==> src/rtl/program_loader.sv <==
// Framed byte-stream loader: writes a program image into CPU RAM from address 0
// and holds the CPU in reset until a frame with a correct checksum has landed.
module program_loader #(
  parameter int DATA_WIDTH = 8,
  parameter int ADDR_WIDTH = 4,
  parameter logic [DATA_WIDTH-1:0] SYNC_BYTE = 8'hA5
) (
  input  logic                  clk,
  input  logic                  reset,
  input  logic                  rx_valid,
  input  logic [DATA_WIDTH-1:0] rx_data,
  output logic                  rx_ready,
  input  logic                  halt_i,
  output logic                  ram_we,
  output logic [ADDR_WIDTH-1:0] ram_addr,
  output logic [DATA_WIDTH-1:0] ram_data,
  output logic                  cpu_reset,
  output logic                  load_done,
  output logic                  load_error,
  output logic [2:0]            dbg_state
);

  localparam int unsigned MEM_DEPTH = 2**ADDR_WIDTH;
  localparam int CW = ADDR_WIDTH + 1;

  typedef enum logic [2:0] {
    S_IDLE  = 3'd0,
    S_LEN   = 3'd1,
    S_DATA  = 3'd2,
    S_CHECK = 3'd3,
    S_RUN   = 3'd4,
    S_ERROR = 3'd5
  } state_t;

  state_t                state_q, state_d;
  logic [CW-1:0]         len_q, len_d;
  logic [CW-1:0]         addr_q, addr_d;
  logic [DATA_WIDTH-1:0] sum_q, sum_d;
  logic                  ram_we_q, ram_we_d;
  logic [ADDR_WIDTH-1:0] ram_addr_q, ram_addr_d;
  logic [DATA_WIDTH-1:0] ram_data_q, ram_data_d;

  logic                  xfer;
  logic                  len_ok;
  logic [CW-1:0]         addr_inc;
  logic [DATA_WIDTH-1:0] sum_chk;

  // Handshake: a byte moves on a rising edge when rx_valid && rx_ready; the
  // upstream holds rx_data stable until then. While the CPU runs, rx_ready
  // follows halt_i so a reload can only start once the program has halted.
  assign rx_ready = (state_q == S_RUN) ? halt_i : 1'b1;
  assign xfer     = rx_valid && rx_ready;

  assign len_ok   = (rx_data != '0) && (32'(rx_data) <= MEM_DEPTH);
  assign addr_inc = addr_q + {{ADDR_WIDTH{1'b0}}, 1'b1};
  assign sum_chk  = sum_q + rx_data;

  always_comb begin
    state_d    = state_q;
    len_d      = len_q;
    addr_d     = addr_q;
    sum_d      = sum_q;
    ram_we_d   = 1'b0;
    ram_addr_d = ram_addr_q;
    ram_data_d = ram_data_q;
    if (xfer) begin
      unique case (state_q)
        S_IDLE, S_RUN, S_ERROR: begin
          if (rx_data == SYNC_BYTE) state_d = S_LEN;
        end
        S_LEN: begin
          if (len_ok) begin
            len_d   = CW'(rx_data);
            addr_d  = '0;
            sum_d   = '0;
            state_d = S_DATA;
          end else begin
            state_d = S_ERROR;
          end
        end
        S_DATA: begin
          ram_we_d   = 1'b1;
          ram_addr_d = addr_q[ADDR_WIDTH-1:0];
          ram_data_d = rx_data;
          sum_d      = sum_chk;
          addr_d     = addr_inc;
          if (addr_inc == len_q) state_d = S_CHECK;
        end
        S_CHECK: begin
          state_d = (sum_chk == '0) ? S_RUN : S_ERROR;
        end
        default: state_d = S_IDLE;
      endcase
    end
  end

  always_ff @(posedge clk or posedge reset) begin
    if (reset) begin
      state_q    <= S_IDLE;
      len_q      <= '0;
      addr_q     <= '0;
      sum_q      <= '0;
      ram_we_q   <= 1'b0;
      ram_addr_q <= '0;
      ram_data_q <= '0;
    end else begin
      state_q    <= state_d;
      len_q      <= len_d;
      addr_q     <= addr_d;
      sum_q      <= sum_d;
      ram_we_q   <= ram_we_d;
      ram_addr_q <= ram_addr_d;
      ram_data_q <= ram_data_d;
    end
  end

  // Status decodes straight from state so an async reset asserts cpu_reset at once.
  assign cpu_reset  = (state_q != S_RUN);
  assign load_done  = (state_q == S_RUN);
  assign load_error = (state_q == S_ERROR);
  assign ram_we     = ram_we_q;
  assign ram_addr   = ram_addr_q;
  assign ram_data   = ram_data_q;
  assign dbg_state  = state_q;

endmodule
==> config.mk <==
export PLATFORM = sky130hd
export DESIGN_NAME = program_loader
export DESIGN_NICKNAME = d
export VERILOG_FILES = /design/src/rtl/program_loader.sv
export SDC_FILE = /design/constraint.sdc
export NUM_CORES = 1
export LEC_CHECK = 0
export CAP_MARGIN = 0
export CORE_MARGIN = 1
export CORE_UTILIZATION = 40
export DETAILED_ROUTE_END_ITERATION = 10
export PLACE_DENSITY = 0.71
export SKIP_CTS_REPAIR_TIMING = 1
export SYNTH_ARGS = -nofsm -noshare
export SYNTH_HDL_FRONTEND = slang
export SYNTH_SLANG_ARGS = --single-unit
==> constraint.sdc <==
create_clock -name clk -period 4 [get_ports clk]
set_input_delay 0.8 -clock clk [delete_from_list [all_inputs] [get_ports clk]]
set_output_delay 0.8 -clock clk [all_outputs]
set_load 0.05 [all_outputs]
# == Yosys cells after proc, flatten, opt, wreduce, memory -nomap -nowiden ==
# Cells that the tools add are included.
# word_totals
mem_count,0
output_inout_bits,20
latch_bits,0
mem_bits_rw,0
rom_bits,0
reg_bits,34
# classes
n_eq_ne,11
n_reduce_logical,11
shifts,0
n_lt_le_gt_ge,1
bitwise,0
mul,0
div,0
add_sub_neg,2
muxes,12
# op_table
cell,n
case mux 8 bit (2 select lines),1
case mux 3 bit (4 select lines),1
case mux 5 bit (2 select lines),1
2-to-1 mux 3 bit,3
AND reduction 3 bit,3
adder 8 bit,1
equality test 8 bit (second input constant),1
<= comparator 8 x 5 -> 1 bit (second input constant),1
logical NOT 8 bit,1
2-to-1 mux 8 bit,1
nonzero test 8 bit,1
equality test 3 x 2 -> 1 bit (second input constant),2
equality test 3 bit (second input constant),2
!= test 2 bit (second input constant),3
adder 5 x 1 -> 5 bit (second input constant),1
equality test 5 bit,1
2-to-1 mux 5 bit,1
2-to-1 mux 1 bit,4
equality test 3 x 1 -> 1 bit (second input constant),1
logical NOT 3 bit,1
!= test 3 bit (second input constant),1
OR reduction 3 bit,1
logical AND 1 bit,2
AND reduction 2 bit,1
nonzero test 2 bit,1

# == Depth between registers and ports, before layout ==
# logic_depth
ltp_word,4
ltp_mapped,8
depth_no_buf,8

# == Least setup slack after synthesis ==
# No wires, ideal clock.
# synth_path
path_kind,register to output
startpoint,register state_q[0] (netlist: dbg_state[0])
endpoint,output port load_error
t_arrival_ps,1964
setup_slack_ps,1236
t_required_ps,3200
stages_incl_launch_ff,3
path_cell_list,dfrtp_1 > inv_1 > nor3b_1
# synth_via
elab_chain_len,1
# synth_lines
item,line,source
start: declaration,35,"state_t state_q, state_d;"
start signal: assignment,107,state_q <= state_d;
equality test 3 bit,120,assign load_error = (state_q == S_ERROR);
end: declaration,19,"output logic load_error,"
# No other way between the ends.

# == Worst setup path after layout ==
# layout_path
startpoint,register state_q[1] (netlist: dbg_state[1])
endpoint,output port rx_ready
# layout_via
elab_chain_len,2
# layout_lines
item,line,source
equality test 3 bit,51,assign rx_ready = (state_q == S_RUN) ? halt_i : 1'b1;
2-to-1 mux 1 bit,51,
end: declaration,12,"output logic rx_ready,"
# No other way between the ends.

==> results.yml <==
global_routing:
  grt.overflow.total: 0
  antenna_found_initial: 0
  grt_max_degree: 35
  grt_usage_pct: 17.7
  grt_pass1_wl_um: 6920
  grt_pass1_vias: 1510
flow_run:
  drv_cap: 0
synth:
  synth_fp_nets: 216
  async_flop_share_pct: 100
  ys.flop_type: "dfrtp_1"
  synth-xor-area-share_pct: 6.48
  synth_edf_count: 0
  postSynthAreaPerCell_um2: 9.70
  synth.yosys.seq_area_share_pct: 45.0
  synth_compound_area_share_pct: 12.3
  ys.warnings.count: 0
  synth_adder_area_share_pct: 6.35
  synth_top_family_by_area: "simple AND/OR/NAND/NOR gates"
  synth_cells: 195
  muxShareOfSynthArea_pct: 4.50
  ys_ff_latch: 34
  synth_simple_gate_area_share_pct: 21.7
  syn-cell-area_um2: 1890
  synth_cell_types: 45
cells_and_area:
  layout_common_cells: "nand2_1 (49), dfrtp_1 (34), clkdlybuf4s50_1 (31)"
  area_growth_pct: 23.9
  fin_util_pct: 52.7
  final_common_cell: "nand2_1"
  antennaDiodeCount: 0
  final_layout_size_suffix_gt1_share_pct: 8.37
  fin_nets: 248
die:
  die_w_um: 70.8
  chipHeight_um: 70.8
  start_util_pct: 42.6
  core_area_um2: 4440
  io_pins: 32
  placementRows: 24
  dieArea_um2: 5010
setup_path:
  worst-path-buf-inv: 1
  crit_chain: "or3b_4 > or2_4 > clkdlybuf4s50_1"
  end_kind: "output port"
  start_kind: "register"
  cp.depth: 3
  cp.required_ns: 3.20
  r2r.worst_path.cells: 8
  crit_family: "simple AND/OR/NAND/NOR gates"
  cp.arrival_ns: 2.20
  worst_path_max_delay_cell: "clkdlybuf4s50_1"
  r2r_slack_ns: 1.70
  crit_fanout: 11
  max_stage_delay_ns: 0.70
  critical_path_class: "reg -> out"
sta:
  layout_min_cycle_time_ns: 3.00
  fin_crit_sh_pct: 75.0
  fmax_ghz: 0.333
  slew_violations: 0
  finClkSkew_ns: 0.00574
  finalSetupTns_ns: 0
  tightest_slew_ns: 0.604
  rsz0062_at_grt: "false"
  setup_viol: 0
  hold_viol_final: 0
  slew_headroom_pct: 59.7
worst_hold_path:
  hold_path_class: "reg -> reg"
  hold_depth: 2
power_and_ir_drop:
  power_density_nw_per_um2: 738
  p_switching_w: 0.000709
  switching_share_pct: 41.0
  fin_total_pwr_w: 0.00173
  comb_power_share_pct: 49.3
  p_clk_share_pct: 18.3
  leakagePower_nw: 1.12
  seqPwrFrac_pct: 32.5
  power.internal_w: 0.00102
  ir_drop_uv: 325
outcome:
  failed_checks: "DRC"
  status: "finished, violations left"
clock_tree:
  clock_sinks: 34
  clock_path_buffers: 2
  cts.htree.levels: 2
  clk_latency_ns: 0.28
  cts-root-buf: "clkbuf_8"
  cts_buffers: 5
  clk_pin_slew_ns: 0.07
  cts_tree: "yes"
drt:
  drc: 7
  wl_um: 3910
  wire_per_inst_um: 14.0
  postRouteAntennaNets: 0
  via_count: 1506
  drt-initial-drc-count: 50
  first_pass_iters: 7
  viasPerCell: 5.40
placed_design:
  gp_congestion: 0.893
  portBuffers: 31
  dpl.hpwl_um: 2820
-- worst min-delay path, delay by kind of cell (launching register included) --
kind	cells	cell delay, ns
flip-flops	1	0.34
AND/OR/NAND/NOR	2	0.10
-- path summary, 6_finish.rpt --
check	start	end
worst min-delay path	ram_addr[2]	ram_addr[2]
min in group asynchronous	reset	ram_data[5]
worst min register to register	ram_addr[2]	ram_addr[2]
max in group asynchronous	reset	sum_q[6]
worst max-delay path	dbg_state[1]	rx_ready
worst max register to register	sum_q[0]	dbg_state[0]
-- kinds of logic after synthesis --
family	after synthesis
AOI/OAI and AO/OA	35
xor gates and xnor gates	14
adders and majority gates	9
buffers and inverters	13
DFF	34
muxes	6
and+or+nand+nor	84
-- metal layers --
metal	track usage (%)	wire length, µm	part of all wire (%)	vias to the layer above
met2	29.9	1940	50	29
met5	0	0	0	-
li1	-	-	-	739
met1	23.1	1790	46	732
met3	3.42	134	3.4	6
met4	5.33	46	1.2	0
-- flip-flops by register name, summed over array words and instances (netlist names) --
signal     cells
addr_q         5
ram_data       8
sum_q          8
ram_addr       4
len_q          5
dbg_state      3
ram_we         1
-- power by group through the flow --
stage	combinational, W	sequential [W]	clock (W)
2_1_floorplan	0.000451	0.000733	0
3_3_place_gp	0.000840	0.000568	0
3_5_place_dp	0.000852	0.000569	0
4_1_cts	0.000854	0.000563	0.000324
5_1_grt	0.000927	0.000582	0.000338
6_report	0.000852	0.000562	0.000316
-- metrics by stage --
step | cells | instance area [µm²] | hold WS, ns | worst slack [ns]
CTS | 279 | 2340 | 0.479 | 0.977
detailed placement | 272 | 2230 | 0.462 | 0.746
global route | 279 | 2340 | 0.513 | 0.876
finish | 279 | 2340 | 0.471 | 1.00
global placement | 272 | 2230 | 0.459 | 0.768
floorplan | 195 | 1890 | 0.453 | 1.24
-- final cells by class --
type                    instances  area (µm²)
clock buffers                   6        82.6
clock inverters                 1        30.0
fillers                       410        2100
inverters                       5        18.8
multi-input cells             148         971
flip-flops and latches         34         851
well taps                      52        65.1
repair buffers                 33         325
-- cells in the mapped netlist (3+ instances only) --
master | instances | share of area (%)
dfrtp_1 | 34 | 45
mux2_4 | 5 | 4.0
nand3_1 | 7 | 1.9
xnor2_1 | 9 | 4.2
a22o_1 | 5 | 2.3
nor2b_1 | 4 | 1.3
xor2_1 | 5 | 2.3
nor2_1 | 6 | 1.2
inv_1 | 5 | 0.99
a21oi_1 | 5 | 1.3
nand2_1 | 49 | 9.7
o21ai_0 | 12 | 3.2
ha_1 | 8 | 5.3
clkbuf_1 | 3 | 0.60
Note: power is estimated with default switching activity, not from simulation.
